===== config.mk =====
export PLATFORM = sky130hd
export DESIGN_NAME = bird_y_filter_flat
export DESIGN_NICKNAME = d
export VERILOG_FILES = /design/src/rtl/bird_y_filter_if.sv /design/src/rtl/bird_y_filter.sv /design/src/flat_wrapper.sv
export SDC_FILE = /design/constraint.sdc
export NUM_CORES = 1
export LEC_CHECK = 0
export ABC_AREA = 1
export CORE_MARGIN = 2
export CORE_UTILIZATION = 45
export CTS_CLUSTER_DIAMETER = 30
export DETAILED_ROUTE_END_ITERATION = 6
export PLACE_DENSITY_LB_ADDON = 0.12
export RECOVER_POWER = 100
export SYNTH_ARGS = -nofsm -noshare
export SYNTH_HDL_FRONTEND = slang
export SYNTH_SLANG_ARGS = --single-unit

===== constraint.sdc =====
create_clock -name clk -period 5.3 [get_ports clk]
set_input_delay 1.325 -clock clk [delete_from_list [all_inputs] [get_ports clk]]
set_output_delay 1.325 -clock clk [all_outputs]
set_load 0.03 [all_outputs]

===== src/rtl/bird_y_filter_if.sv =====
// Camera-side frame signals and filtered bird position outputs of the bird_y filter.
interface bird_y_filter_if;
    logic               vsync;
    logic signed [31:0] y_in;
    logic [9:0]         bird_y;
    logic               y_valid;
    logic               frame_tick;

    modport master (output vsync, output y_in, input bird_y, input y_valid, input frame_tick);
    modport slave  (input vsync, input y_in, output bird_y, output y_valid, output frame_tick);
endinterface


===== src/rtl/bird_y_filter.sv =====
// Per-frame bird row filter: vsync edge detect, moving average over DEPTH frames,
// rate-limited tracking with a miss timeout that drops lock back to acquisition.
module bird_y_filter #(
    parameter int DEPTH    = 4,
    parameter int MAX_STEP = 8,
    parameter int TIMEOUT  = 30,
    parameter int Y_MAX    = 239
) (
    input logic            clk,
    input logic            reset_n,
    bird_y_filter_if.slave bus
);
    localparam int LOG2D = $clog2(DEPTH);
    localparam int SW    = 8 + LOG2D;
    localparam int MW    = ($clog2(TIMEOUT + 1) > 5) ? $clog2(TIMEOUT + 1) : 5;

    localparam logic [1:0] ST_ACQUIRE = 2'd0;
    localparam logic [1:0] ST_TRACK   = 2'd1;
    localparam logic [1:0] ST_HOLD    = 2'd2;

    localparam logic [9:0]         BIRD_RST = 10'(2 * ((Y_MAX + 1) / 2));
    localparam logic signed [10:0] STEP_S   = 11'(MAX_STEP);
    localparam logic [9:0]         STEP_U   = 10'(MAX_STEP);
    localparam logic [MW-1:0]      MISS_LIM = MW'(TIMEOUT);
    localparam logic signed [31:0] Y_MAX_S  = 32'(Y_MAX);

    logic          vs_meta_r, vs_sync_r, vs_prev_r, armed_r;
    logic [1:0]    settle_r;
    logic          frame_ev_s, in_range_s;
    logic          pend_r, samp_ok_r;
    logic [7:0]    samp_r;
    logic [7:0]    hist_r [DEPTH];
    logic [SW-1:0] sum_r, sum_n, sum_shift_s;
    logic [1:0]    state_r, state_n;
    logic [MW-1:0] miss_r, miss_n, miss_inc_s;
    logic [9:0]    bird_y_r, bird_n, target_s, moved_s;
    logic          y_valid_r, valid_n, frame_tick_r;
    logic          fill_s, shift_s;
    logic signed [10:0] diff_s;

    // Synchronize vsync; edges only count once a low level has been seen after reset
    always_ff @(posedge clk or negedge reset_n) begin
        if (!reset_n) begin
            vs_meta_r <= 1'b0;
            vs_sync_r <= 1'b0;
            vs_prev_r <= 1'b0;
            settle_r  <= 2'b00;
            armed_r   <= 1'b0;
        end else begin
            vs_meta_r <= bus.vsync;
            vs_sync_r <= vs_meta_r;
            vs_prev_r <= vs_sync_r;
            settle_r  <= {settle_r[0], 1'b1};
            armed_r   <= armed_r | (settle_r[1] & ~vs_sync_r);
        end
    end

    assign frame_ev_s = armed_r & vs_sync_r & ~vs_prev_r;
    assign in_range_s = (bus.y_in >= 32'sd0) && (bus.y_in <= Y_MAX_S);

    // Capture the frame sample and its validity in the cycle after the event
    always_ff @(posedge clk or negedge reset_n) begin
        if (!reset_n) begin
            pend_r    <= 1'b0;
            samp_r    <= 8'd0;
            samp_ok_r <= 1'b0;
        end else begin
            pend_r <= frame_ev_s;
            if (frame_ev_s) begin
                samp_r    <= bus.y_in[7:0];
                samp_ok_r <= in_range_s;
            end
        end
    end

    // Moving-average target and the rate-limited step toward it
    always_comb begin
        sum_shift_s = sum_r + SW'(samp_r) - SW'(hist_r[DEPTH-1]);
        target_s    = {1'b0, sum_shift_s[SW-1:LOG2D], 1'b0};
        diff_s      = $signed({1'b0, target_s}) - $signed({1'b0, bird_y_r});
        if (diff_s > STEP_S) begin
            moved_s = bird_y_r + STEP_U;
        end else if (diff_s < -STEP_S) begin
            moved_s = bird_y_r - STEP_U;
        end else begin
            moved_s = target_s;
        end
    end

    assign miss_inc_s = miss_r + MW'(1);

    // Lock state machine, applied once per processed frame sample
    always_comb begin
        state_n = state_r;
        miss_n  = miss_r;
        sum_n   = sum_r;
        bird_n  = bird_y_r;
        valid_n = y_valid_r;
        fill_s  = 1'b0;
        shift_s = 1'b0;
        if (pend_r) begin
            case (state_r)
                ST_ACQUIRE: begin
                    if (samp_ok_r) begin
                        fill_s  = 1'b1;
                        sum_n   = SW'(samp_r) << LOG2D;
                        bird_n  = {1'b0, samp_r, 1'b0};
                        valid_n = 1'b1;
                        miss_n  = '0;
                        state_n = ST_TRACK;
                    end else begin
                        state_n = ST_ACQUIRE;
                    end
                end
                ST_TRACK, ST_HOLD: begin
                    if (samp_ok_r) begin
                        shift_s = 1'b1;
                        sum_n   = sum_shift_s;
                        bird_n  = moved_s;
                        miss_n  = '0;
                        state_n = ST_TRACK;
                    end else if (state_r == ST_TRACK) begin
                        miss_n  = MW'(1);
                        state_n = ST_HOLD;
                    end else if (miss_inc_s == MISS_LIM) begin
                        miss_n  = miss_inc_s;
                        valid_n = 1'b0;
                        state_n = ST_ACQUIRE;
                    end else begin
                        miss_n  = miss_inc_s;
                    end
                end
                default: begin
                    valid_n = 1'b0;
                    state_n = ST_ACQUIRE;
                end
            endcase
        end else begin
            state_n = state_r;
        end
    end

    // History buffer: fill on acquisition, shift on each tracked sample
    always_ff @(posedge clk or negedge reset_n) begin
        if (!reset_n) begin
            for (int i = 0; i < DEPTH; i++) hist_r[i] <= 8'd0;
        end else if (fill_s) begin
            for (int i = 0; i < DEPTH; i++) hist_r[i] <= samp_r;
        end else if (shift_s) begin
            hist_r[0] <= samp_r;
            for (int i = 1; i < DEPTH; i++) hist_r[i] <= hist_r[i-1];
        end
    end

    // State, running sum and registered outputs
    always_ff @(posedge clk or negedge reset_n) begin
        if (!reset_n) begin
            state_r      <= ST_ACQUIRE;
            miss_r       <= '0;
            sum_r        <= '0;
            bird_y_r     <= BIRD_RST;
            y_valid_r    <= 1'b0;
            frame_tick_r <= 1'b0;
        end else begin
            state_r      <= state_n;
            miss_r       <= miss_n;
            sum_r        <= sum_n;
            bird_y_r     <= bird_n;
            y_valid_r    <= valid_n;
            frame_tick_r <= pend_r;
        end
    end

    assign bus.bird_y     = bird_y_r;
    assign bus.y_valid    = y_valid_r;
    assign bus.frame_tick = frame_tick_r;
endmodule

===== src/flat_wrapper.sv =====
// flat-port wrapper written by rule: the top's interface ports become plain ports
module bird_y_filter_flat 
#(
    parameter int DEPTH    = 4,
    parameter int MAX_STEP = 8,
    parameter int TIMEOUT  = 30,
    parameter int Y_MAX    = 239
)
  (clk, reset_n, bus_vsync, bus_y_in, bus_bird_y, bus_y_valid, bus_frame_tick);
  bird_y_filter_if bus_i ();
  input logic clk;
  input logic reset_n;
  input wire logic [$bits(bus_i.vsync)-1:0] bus_vsync;
  input wire logic [$bits(bus_i.y_in)-1:0] bus_y_in;
  output wire logic [$bits(bus_i.bird_y)-1:0] bus_bird_y;
  output wire logic [$bits(bus_i.y_valid)-1:0] bus_y_valid;
  output wire logic [$bits(bus_i.frame_tick)-1:0] bus_frame_tick;
  assign bus_i.vsync = bus_vsync;
  assign bus_i.y_in = bus_y_in;
  assign bus_bird_y = bus_i.bird_y;
  assign bus_y_valid = bus_i.y_valid;
  assign bus_frame_tick = bus_i.frame_tick;
  bird_y_filter #(.DEPTH(DEPTH), .MAX_STEP(MAX_STEP), .TIMEOUT(TIMEOUT), .Y_MAX(Y_MAX)) u_core (.clk(clk), .reset_n(reset_n), .bus(bus_i));
endmodule

Word level (Yosys, flattened, before mapping)
Cells that the tools add are included.
- flip-flop bits (word level): 77
- bits in latches: 0
- memory bits (writable): 0
- memory bits (read-only): 0
- input bits: 35
- output and inout bits: 12
- logic and storage cells: 81
- memories: 0
- add/sub/neg operators: 6
- multipliers: 0
- div/mod/pow operators: 0
- $lt $le $gt $ge: 4
- eq/ne operators: 9
- shift-type cells: 0
- multiplexer cells: 29
- bitwise operators: 6
- reductions and logical operators: 9
- operator list (kind ; count):
    32-bit 2-to-1 mux ; 2
    10-bit 2-to-1 mux ; 6
    10-bit case mux with 2 select lines ; 2
    32-bit by 1-bit greater-or-equal comparator with 1-bit output, second input constant ; 1
    32-bit by 9-bit less-or-equal comparator with 1-bit output, second input constant ; 1
    5-bit 2-to-1 mux ; 3
    11-bit by 5-bit > comparator with 1-bit output, second input constant ; 1
    11-bit by 4-bit less-than comparator with 1-bit output, second input constant ; 1
    9-bit by 10-bit subtractor with 11-bit output ; 1
    10-bit by 4-bit adder with 10-bit output, second input constant ; 1
    10-bit by 8-bit adder with 10-bit output ; 1
    1-bit 2-to-1 mux ; 10
    5-bit case mux with 2 select lines ; 1
    10-bit by 4-bit subtractor with 10-bit output, second input constant ; 1
    10-bit by 8-bit subtractor with 10-bit output ; 1
    2-bit 2-to-1 mux ; 3
    2-bit by 1-bit != test with 1-bit output, second input constant ; 3
    5-bit by 1-bit adder with 5-bit output, second input constant ; 1
    5-bit == test, second input constant ; 1
    5-bit AND reduction ; 1
    2-bit != test, second input constant ; 2
    4-bit by 1-bit != test with 1-bit output, second input constant ; 1
    2-bit case mux with 2 select lines ; 1
    4-bit AND reduction ; 1
    12 further kinds ; 16

Longest topological paths before layout
Gate-level depths: netlist of run 1.
- depth after elaboration: 8
- depth in mapped cells: 30
- gate-level depth less buffers: 30

Worst setup path after synthesis of run 1
Ideal clock, no wire load.
- kind: register to register
- start: reg u_core.sum_r[2]
- end: reg u_core.bird_y_r[1] (netlist: u_core.bus.bird_y[1])
- library setup time: 119 ps
- arrival: 3439 ps
- data required time: 5181 ps
- setup slack: 1742 ps
- cell stages (with the launch flop): 29
- buffers on the path: 0
- clock period less this slack: 3558 ps
- path through: dfrtp_1 -> inv_1 -> fa_1 -> inv_1 -> ha_1 -> nand2_1 -> o21ai_0 -> nand3_1 -> nand2_1 -> nand2_1 -> nand2_1 -> nand2_1 -> nand2_1 -> inv_1 -> ha_1 -> nand2_1 -> inv_1 -> a21oi_1 -> nand2_1 -> nand2_1 -> nand2_1 -> nor2_2 -> nand3_4 -> nand2_4 -> nand2_4 -> nand2_4 -> nand2_1 -> nand2_1 -> o21ai_2
- word-level cells in the longest chain between the ends: 8
- elaborated cells between the ends (all ways): 9
- those cells by class: 3 x add/sub; 2 x order compare; 4 x mux
- RTL lines (item ; RTL line ; RTL):
    from (decl) ; bird_y_filter.sv:33 ; logic [SW-1:0] sum_r, sum_n, sum_shift_s;
    from (signal assigned) ; bird_y_filter.sv:167 ; sum_r <= sum_n;
    10-bit by 8-bit adder with 10-bit output * ; bird_y_filter.sv:78 ; sum_shift_s = sum_r + SW'(samp_r) - SW'(hist_r[DEPTH-1]);
    10-bit by 8-bit subtractor with 10-bit output * ; bird_y_filter.sv:78 ;
    9-bit by 10-bit subtractor with 11-bit output ; bird_y_filter.sv:80 ; diff_s = $signed({1'b0, target_s}) - $signed({1'b0, bird_y_r});
    11-bit by 4-bit less-than comparator with 1-bit output ; bird_y_filter.sv:83 ; end else if (diff_s < -STEP_S) begin
    10-bit 2-to-1 mux ; bird_y_filter.sv:83 ;
    10-bit 2-to-1 mux * ; bird_y_filter.sv:81 ; if (diff_s > STEP_S) begin
    10-bit 2-to-1 mux * ; bird_y_filter.sv:116 ; if (samp_ok_r) begin
    10-bit case mux with 2 select lines * ; bird_y_filter.sv:102 ; case (state_r)
    to (signal assigned) ; bird_y_filter.sv:168 ; bird_y_r <= bird_n;
    to (decl) ; bird_y_filter.sv:36 ; logic [9:0] bird_y_r, bird_n, target_s, moved_s;
Every way passes the cells marked *; elsewhere a longest branch is shown, timed or not. The select of a mux whose other input is x is not followed.
A chain may end at the register's enable or synchronous reset.

Worst setup path in the final report of run 1
- start: reg u_core.samp_r[2]
- end: reg u_core.bird_y_r[2] (netlist: u_core.bus.bird_y[2])
- word-level cells in the longest chain between the ends: 8
- elaborated cells between the ends (all ways): 9
- those cells by class: 3 x add/sub; 2 x order compare; 4 x mux
- RTL lines (item ; RTL line ; RTL):
    from (decl) ; bird_y_filter.sv:31 ; logic [7:0] samp_r;
    from (signal assigned) ; bird_y_filter.sv:70 ; samp_r <= bus.y_in[7:0];
    10-bit by 8-bit adder with 10-bit output * ; bird_y_filter.sv:78 ;
    10-bit by 8-bit subtractor with 10-bit output * ; bird_y_filter.sv:78 ;
    9-bit by 10-bit subtractor with 11-bit output ; bird_y_filter.sv:80 ;
    11-bit by 4-bit less-than comparator with 1-bit output ; bird_y_filter.sv:83 ;
    10-bit 2-to-1 mux ; bird_y_filter.sv:83 ;
    10-bit 2-to-1 mux * ; bird_y_filter.sv:81 ;
    10-bit 2-to-1 mux * ; bird_y_filter.sv:116 ;
    10-bit case mux with 2 select lines * ; bird_y_filter.sv:102 ;
Marked as above.

==> qor.yml, run 1 <==
cts_tree: "done"
synth.most_common_cell: "nand2_1"
initial_core_util_pct: 45.7
nets: 739
yosysTopAreaCell: "dfrtp_1"
antenna_found_initial: 0
holdBufCountCts: 0
synth-seq-cells: 76
synthArstFlopShare_pct: 100
die_w_um: 108
worstPathArrival_ns: 4.58
yosysTopAreaCellShare_pct: 36.9
drive_gt1_share_pct: 7.72
placementRows: 38
violations: "max-capacitance violations, max-slew violations"
path_clk_slew_ns: 0.09
place_congestion: 0.977
track_usage_pct: 20.5
synth_compound_area_share_pct: 11.3
setup_viol: 0
syn_nets: 696
tns_ns: 0
post_cts_buffers: 0
whs_ns: 0.359
maxSlewHeadroom_pct: -29.2
hold_viol_final: 0
numCtsBuffers: 9
worstSetupEndpointType: "flop"
cpMostUsedCell: "nand2_1"
post-route-min-period_ns: 4.33
ys_warn_count: 0
start_kind: "flop"
drv_slew: 97
cts_sinks: 76
cts_resized: 0
skew_ns: 0.00996
rsz0062_at_grt: "false"
grt_max_degree: 77
die_area_um2: 11700
synthCells: 627
synth_top_family_by_area: "simple AND/OR/NAND/NOR gates"
grt_pass1_wl_mm: 18.9
syn_avg_cell_area_um2: 7.79
routed_wl_mm: 11.0
grt.overflow.total: 0
synthXorXnorAreaFrac_pct: 3.56
ioPinCount: 47
die-height_um: 108
synth-simple-area-share_pct: 26.4
vias: 4039
areaGrowthSynthToFinish_pct: 15.6
ys.flop_type: "dfrtp_1"
synth_area_leaders: "dfrtp_1 37%, nand2_1 10%, inv_1 7.5%"
drt-wirelength-per-cell_um: 13.5
ant_nets: 0
crit_fanout: 8
critPathKind: "reg -> reg"
hpwl_mm: 8.22
worst_slew_pin_slew_ns: 1.94
drc: 0
synth_cell_types: 42
grt_pass1_vias: 4131
yosys-top-cells-count: "134 x nand2_1, 97 x inv_1, 72 x dfrtp_1"
maxCapViolations: 2
syn_area_um2: 4890
hp-class: "reg -> reg"
coreArea_um2: 10700
diodes: 0
cts_root_buffer: "clkbuf_8"
numPortBuffers: 45
critPathMaxStageDelay_ns: 0.48
synth.yosys.seq_area_share_pct: 39.0
post-route-period-util_pct: 81.7
crit_path_top_delay_cell: "fa_1"
fmax_ghz: 0.231
clk_latency_ns: 0.36
synth.area.mux_share_pct: 0
status: "finished with violations"
viasPerCell: 4.96
synth_edf_count: 0
dr.pass1.iters: 4
cts.htree.levels: 3
initialDrtViolationCount: 168
clock_path_buffers: 2
worst_ep_required_time_ns: 5.55
synth_fa_ha_area_share_pct: 9.94
==> logic make-up (layout without fill, tap and decap cells) <==
family | after synthesis | in the layout
flip-flops | 76 | 76
AO/OA/AOI/OAI | 103 | 103
XOR/XNOR | 19 | 19
adder cells (fa/ha/maj) | 34 | 34
other | 2 | 2
buffers and inverters | 120 | 167
AND/OR/NAND/NOR | 273 | 273
==> metal layers <==
metal	vias up	track usage (%)	part of all wire [%]
met3	8	4.04	4.3
met2	80	35.0	48
met5	-	0	0
met4	0	4.12	0.52
met1	1871	27.3	48
li1	2080	-	-
==> registers in the layout, summed over array words and instances (netlist names) <==
| register | flops |
|---|---|
| u_core.armed_r | 1 |
| u_core.bus.bird_y | 9 |
| u_core.bus.frame_tick | 1 |
| u_core.bus.y_valid | 1 |
| u_core.hist_r | 32 |
| u_core.miss_r | 5 |
| u_core.pend_r | 1 |
| u_core.samp_ok_r | 1 |
| u_core.samp_r | 8 |
| u_core.settle_r | 2 |
| u_core.state_r | 2 |
| u_core.sum_r | 10 |
| u_core.vs_meta_r | 1 |
| u_core.vs_prev_r | 1 |
| u_core.vs_sync_r | 1 |
==> final timing paths <==
check	from	to	slack, ns	depth (start not counted)
min in group asynchronous	reset_n	u_core.bus.bird_y[9]	1.48	1
worst max register to register	u_core.samp_r[2]	u_core.bus.bird_y[2]	0.97	28
worst min-delay path	u_core.settle_r[0]	u_core.settle_r[1]	0.36	0
worst min register to register	u_core.settle_r[0]	u_core.settle_r[1]	0.36	0
max in group asynchronous	reset_n	u_core.hist_r[18]	2.66	1
worst max-delay path	u_core.samp_r[2]	u_core.bus.bird_y[2]	0.97	28
==> metrics by stage <==
step / worst slack, ns / util, % / instance area (µm²) / instances
final: 0.969 / 52.8 / 5650 / 814
after detailed placement: 1.29 / 50.9 / 5450 / 799
after global placement: 1.40 / 50.9 / 5450 / 799
after floorplan: 1.74 / - / 4890 / 627
after CTS: 1.26 / 53.1 / 5690 / 814
after global routing: 0.565 / 52.8 / 5650 / 814
==> layout make-up <==
| type | instances | area [µm²] |
|---|---|---|
| inverter | 105 | 395 |
| clock buffer | 9 | 124 |
| fill | 1041 | 5050 |
| tap | 140 | 175 |
| multi-input combinational | 431 | 2480 |
| sequential | 76 | 1910 |
| timing repair buffer | 47 | 453 |
| clock inverter | 6 | 111 |
==> worst max-delay path: cells and delay by family (launching register included) <==
family | cells | cell delay [ns]
AOI/OAI and AO/OA | 3 | 0.56
adders and majority gates | 3 | 1.19
buffers and inverters | 4 | 0.24
DFF | 1 | 0.38
and+or+nand+nor | 18 | 1.85
==> cell usage in the layout (no fill, tap or decap), types with 2 or more instances in the layout <==
| cell type | instances |
|---|---|
| a22oi_1 | 4 |
| nand3b_1 | 2 |
| xnor2_1 | 3 |
| nand2_2 | 12 |
| ha_1 | 26 |
| inv_1 | 98 |
| nor4_1 | 6 |
| nand4_1 | 9 |
| nand3_4 | 2 |
| nand3_1 | 39 |
| xor2_1 | 15 |
| o22ai_1 | 5 |
| inv_2 | 5 |
| nand2_1 | 136 |
| bufinv_16 | 3 |
| dfrtp_1 | 72 |
| conb_1 | 2 |
| nor2_1 | 50 |
| dlygate4sd3_1 | 12 |
| fa_1 | 8 |
| clkbuf_1 | 2 |
| o21ai_0 | 39 |
| o21ai_1 | 2 |
| clkdlybuf4s50_1 | 32 |
| nor3_1 | 6 |
| nand2_4 | 4 |
| nor2_4 | 3 |
| dfstp_2 | 4 |
| clkinv_2 | 2 |
| o211ai_1 | 2 |
| clkbuf_8 | 9 |
| nand3_2 | 2 |
| a21oi_1 | 47 |
Power of run 1 is not shown: default switching activity piles up to over one toggle a cycle in this logic, so the estimate is an artifact.
==> run 2: changes to the inputs <==
clock period = 3.8 ns   (was 5.3 ns; I/O delays follow)
==> run 2 against run 1 <==
Against the previous run: non-clock buffer count grew 27; critical endpoint is now u_core.bus.bird_y[7]; the run still ends with max-capacitance violations, max-slew violations left; utilization grew 6.2 points; clock skew fell by 0.00064 ns; sequential cell count is the same; register-to-register slack got worse by 0.89 ns; worst setup slack got worse by 0.89 ns.
==> qor.yml, run 2 (synthesized netlist as in run 1, its figures left out) <==
violations: "max-capacitance violations, max-slew violations"  # unchanged
placementRows: 38  # unchanged
final_common_cell: "nand2_1"  # unchanged
worst_ep_required_time_ns: 4.08  # was 5.55 ns
post-route-period-util_pct: 97.8  # was 81.7%
tns_ns: 0  # unchanged
final_cells: 842  # was 814
critPathKind: "reg -> reg"  # unchanged
initial_core_util_pct: 45.7  # unchanged
hold_viol_final: 0  # unchanged
rsz0062_at_grt: "true"  # was false
drc: 0  # unchanged
numCtsBuffers: 9  # unchanged
coreArea_um2: 10700  # unchanged
critical-path-top-delay-family: "simple AND/OR/NAND/NOR gates"  # unchanged
skew_ns: 0.00932  # was 0.00996 ns
maxSlewHeadroom_pct: -27.0  # was -29.2%
setup_viol: 0  # unchanged
maxCapViolations: 2  # unchanged
place_congestion: 0.922  # was 0.977
grt_pass1_vias: 4118  # was 4131
hpwl_mm: 8.41  # was 8.22 mm
grt.overflow.total: 0  # unchanged
crit_path_top_delay_cell: "fa_1"  # unchanged
cpMostUsedCell: "nand2_1"  # unchanged
clock_path_buffers: 2  # unchanged
largest_register_ffs: 32  # unchanged
drv_slew: 97  # unchanged
clk_latency_ns: 0.37  # was 0.36 ns
cts.htree.levels: 3  # unchanged
critPathMaxStageDelay_ns: 0.49  # was 0.48 ns
hp-class: "reg -> reg"  # unchanged
die_area_um2: 11700  # unchanged
start_kind: "flop"  # unchanged
fin_util_pct: 59.0  # was 52.8%
layout.cells.most_common_list: "114 x nand2_1, 86 x inv_1, 72 x dfrtp_1"  # was 136 x nand2_1, 98 x inv_1, 72 x dfrtp_1
nets: 766  # was 739
pre_cts_ws_ns: -0.0736  # was 1.29 ns
cts_tree: "done"  # unchanged
post-route-min-period_ns: 3.72  # was 4.33 ns
crit_fanout: 6  # was 8
dr.pass1.iters: 5  # was 4
crit_buf_inv: 4  # unchanged
numPortBuffers: 45  # unchanged
cts_sinks: 76  # unchanged
routed_wl_mm: 11.7  # was 11.0 mm
grt_pass1_wl_mm: 19.0  # was 18.9 mm
status: "finished with violations"  # unchanged
ant_nets: 0  # unchanged
fmax_ghz: 0.269  # was 0.231 GHz
holdBufCountCts: 0  # unchanged
die-height_um: 108  # unchanged
cts_root_buffer: "clkbuf_8"  # unchanged
worstPathCellList: "inv_1 -> fa_1 -> inv_1 -> ha_4 -> nand2_1 -> nor2_2 -> nand3_1 -> nand3_2 -> xor2_2 -> ha_4 -> inv_1 -> o21ai_0 -> nor2_2 -> nand2_1 -> nand2_1 -> nand2_2 -> nor2_4 -> nand2_4 -> nand2_8 -> buf_4 -> nand3_1 -> nand2_1 -> a21oi_2"
path_clk_slew_ns: 0.08  # was 0.09 ns
drt-wirelength-per-cell_um: 13.9  # was 13.5 µm
grt_max_degree: 77  # unchanged
worst_slew_pin_slew_ns: 1.90  # was 1.94 ns
drive_gt1_share_pct: 23.5  # was 7.72%
viasPerCell: 5.16  # was 4.96
track_usage_pct: 20.7  # was 20.5%
initialDrtViolationCount: 194  # was 168
areaGrowthSynthToFinish_pct: 29.1  # was 15.6%
worstPathArrival_ns: 4.00  # was 4.58 ns
worstSetupEndpointType: "flop"  # unchanged
diodes: 0  # unchanged
dp.cells: 816  # was 799
antenna_found_initial: 0  # unchanged
die_w_um: 108  # unchanged
worst_slack_ns: 0.0844  # was 0.969 ns
ioPinCount: 47  # unchanged
regMostFlops: "u_core.hist_r"  # unchanged
vias: 4342  # was 4039
## run 2: cell count changes in the layout (fill, tap and decap cells not counted), moves of 11 or more
cell / delta
nand2_1: -22
nand2_2: +14
inv_2: +12
clkdlybuf4s50_1: +11
buf_4: +26
ha_4: +12
inv_1: -12
dlygate4sd3_1: -11
ha_1: -14
## run 2: path summary, 6_finish.rpt
path / endpoint / depth (start not counted) / slack [ns] / startpoint
setup / recovery: u_core.bus.bird_y[7] / 23 / 0.08 / u_core.samp_r[5]
hold / removal: u_core.settle_r[1] / 0 / 0.36 / u_core.settle_r[0]
max in group asynchronous: u_core.sum_r[2] / 1 / 1.56 / reset_n
hold reg to reg: u_core.settle_r[1] / 0 / 0.36 / u_core.settle_r[0]
min in group asynchronous: u_core.bus.bird_y[9] / 1 / 1.06 / reset_n
setup reg to reg: u_core.bus.bird_y[7] / 23 / 0.08 / u_core.samp_r[5]
## run 2: area by class of cell
class                           instances  area (µm²)
Clock inverter                          7         100
Clock buffer                            9         124
Inverter                              105         395
Timing Repair Buffer                   74         674
Tap cell                              140         175
Multi-Input combinational cell        431        2930
Sequential cell                        76        1910
Fill cell                             986        4390
## run 2: layer usage
metal | vias to the layer above | GRT usage, % | part of all wire, %
li1 | 2135 | - | -
met4 | 0 | 5.13 | 1.4
met3 | 16 | 4.52 | 4.5
met5 | - | 0 | 0
met1 | 2090 | 27.8 | 45
met2 | 101 | 34.1 | 49
## run 2: worst register-to-register path: stages (launching register included)
cell and delay, ns:
dfrtp_1 0.38, inv_1 0.10, fa_1 0.49, inv_1 0.06, ha_4 0.32, nand2_1 0.10, nor2_2 0.15, nand3_1 0.13
nand3_2 0.13, xor2_2 0.26, ha_4 0.26, inv_1 0.09, o21ai_0 0.13, nor2_2 0.13, nand2_1 0.06, nand2_1 0.07
nand2_2 0.09, nor2_4 0.13, nand2_4 0.09, nand2_8 0.10, buf_4 0.13, nand3_1 0.08, nand2_1 0.09, a21oi_2 0.05
## run 2: timing repair
item,in CTS,in global routing
pin swaps,0,47
resized for setup,3,94
setup endpoints to repair,9,9
setup buffers,0,10
## run 2: through the flow
| step | instance area, µm² | hold WS [ns] |
|---|---|---|
| floorplan | 4890 | 0.331 |
| global placement | 5580 | 0.344 |
| detailed placement | 5580 | 0.336 |
| CTS | 5820 | 0.366 |
| global route | 6310 | 0.371 |
| finish | 6310 | 0.359 |
Power of run 2 is left out for the same reason.
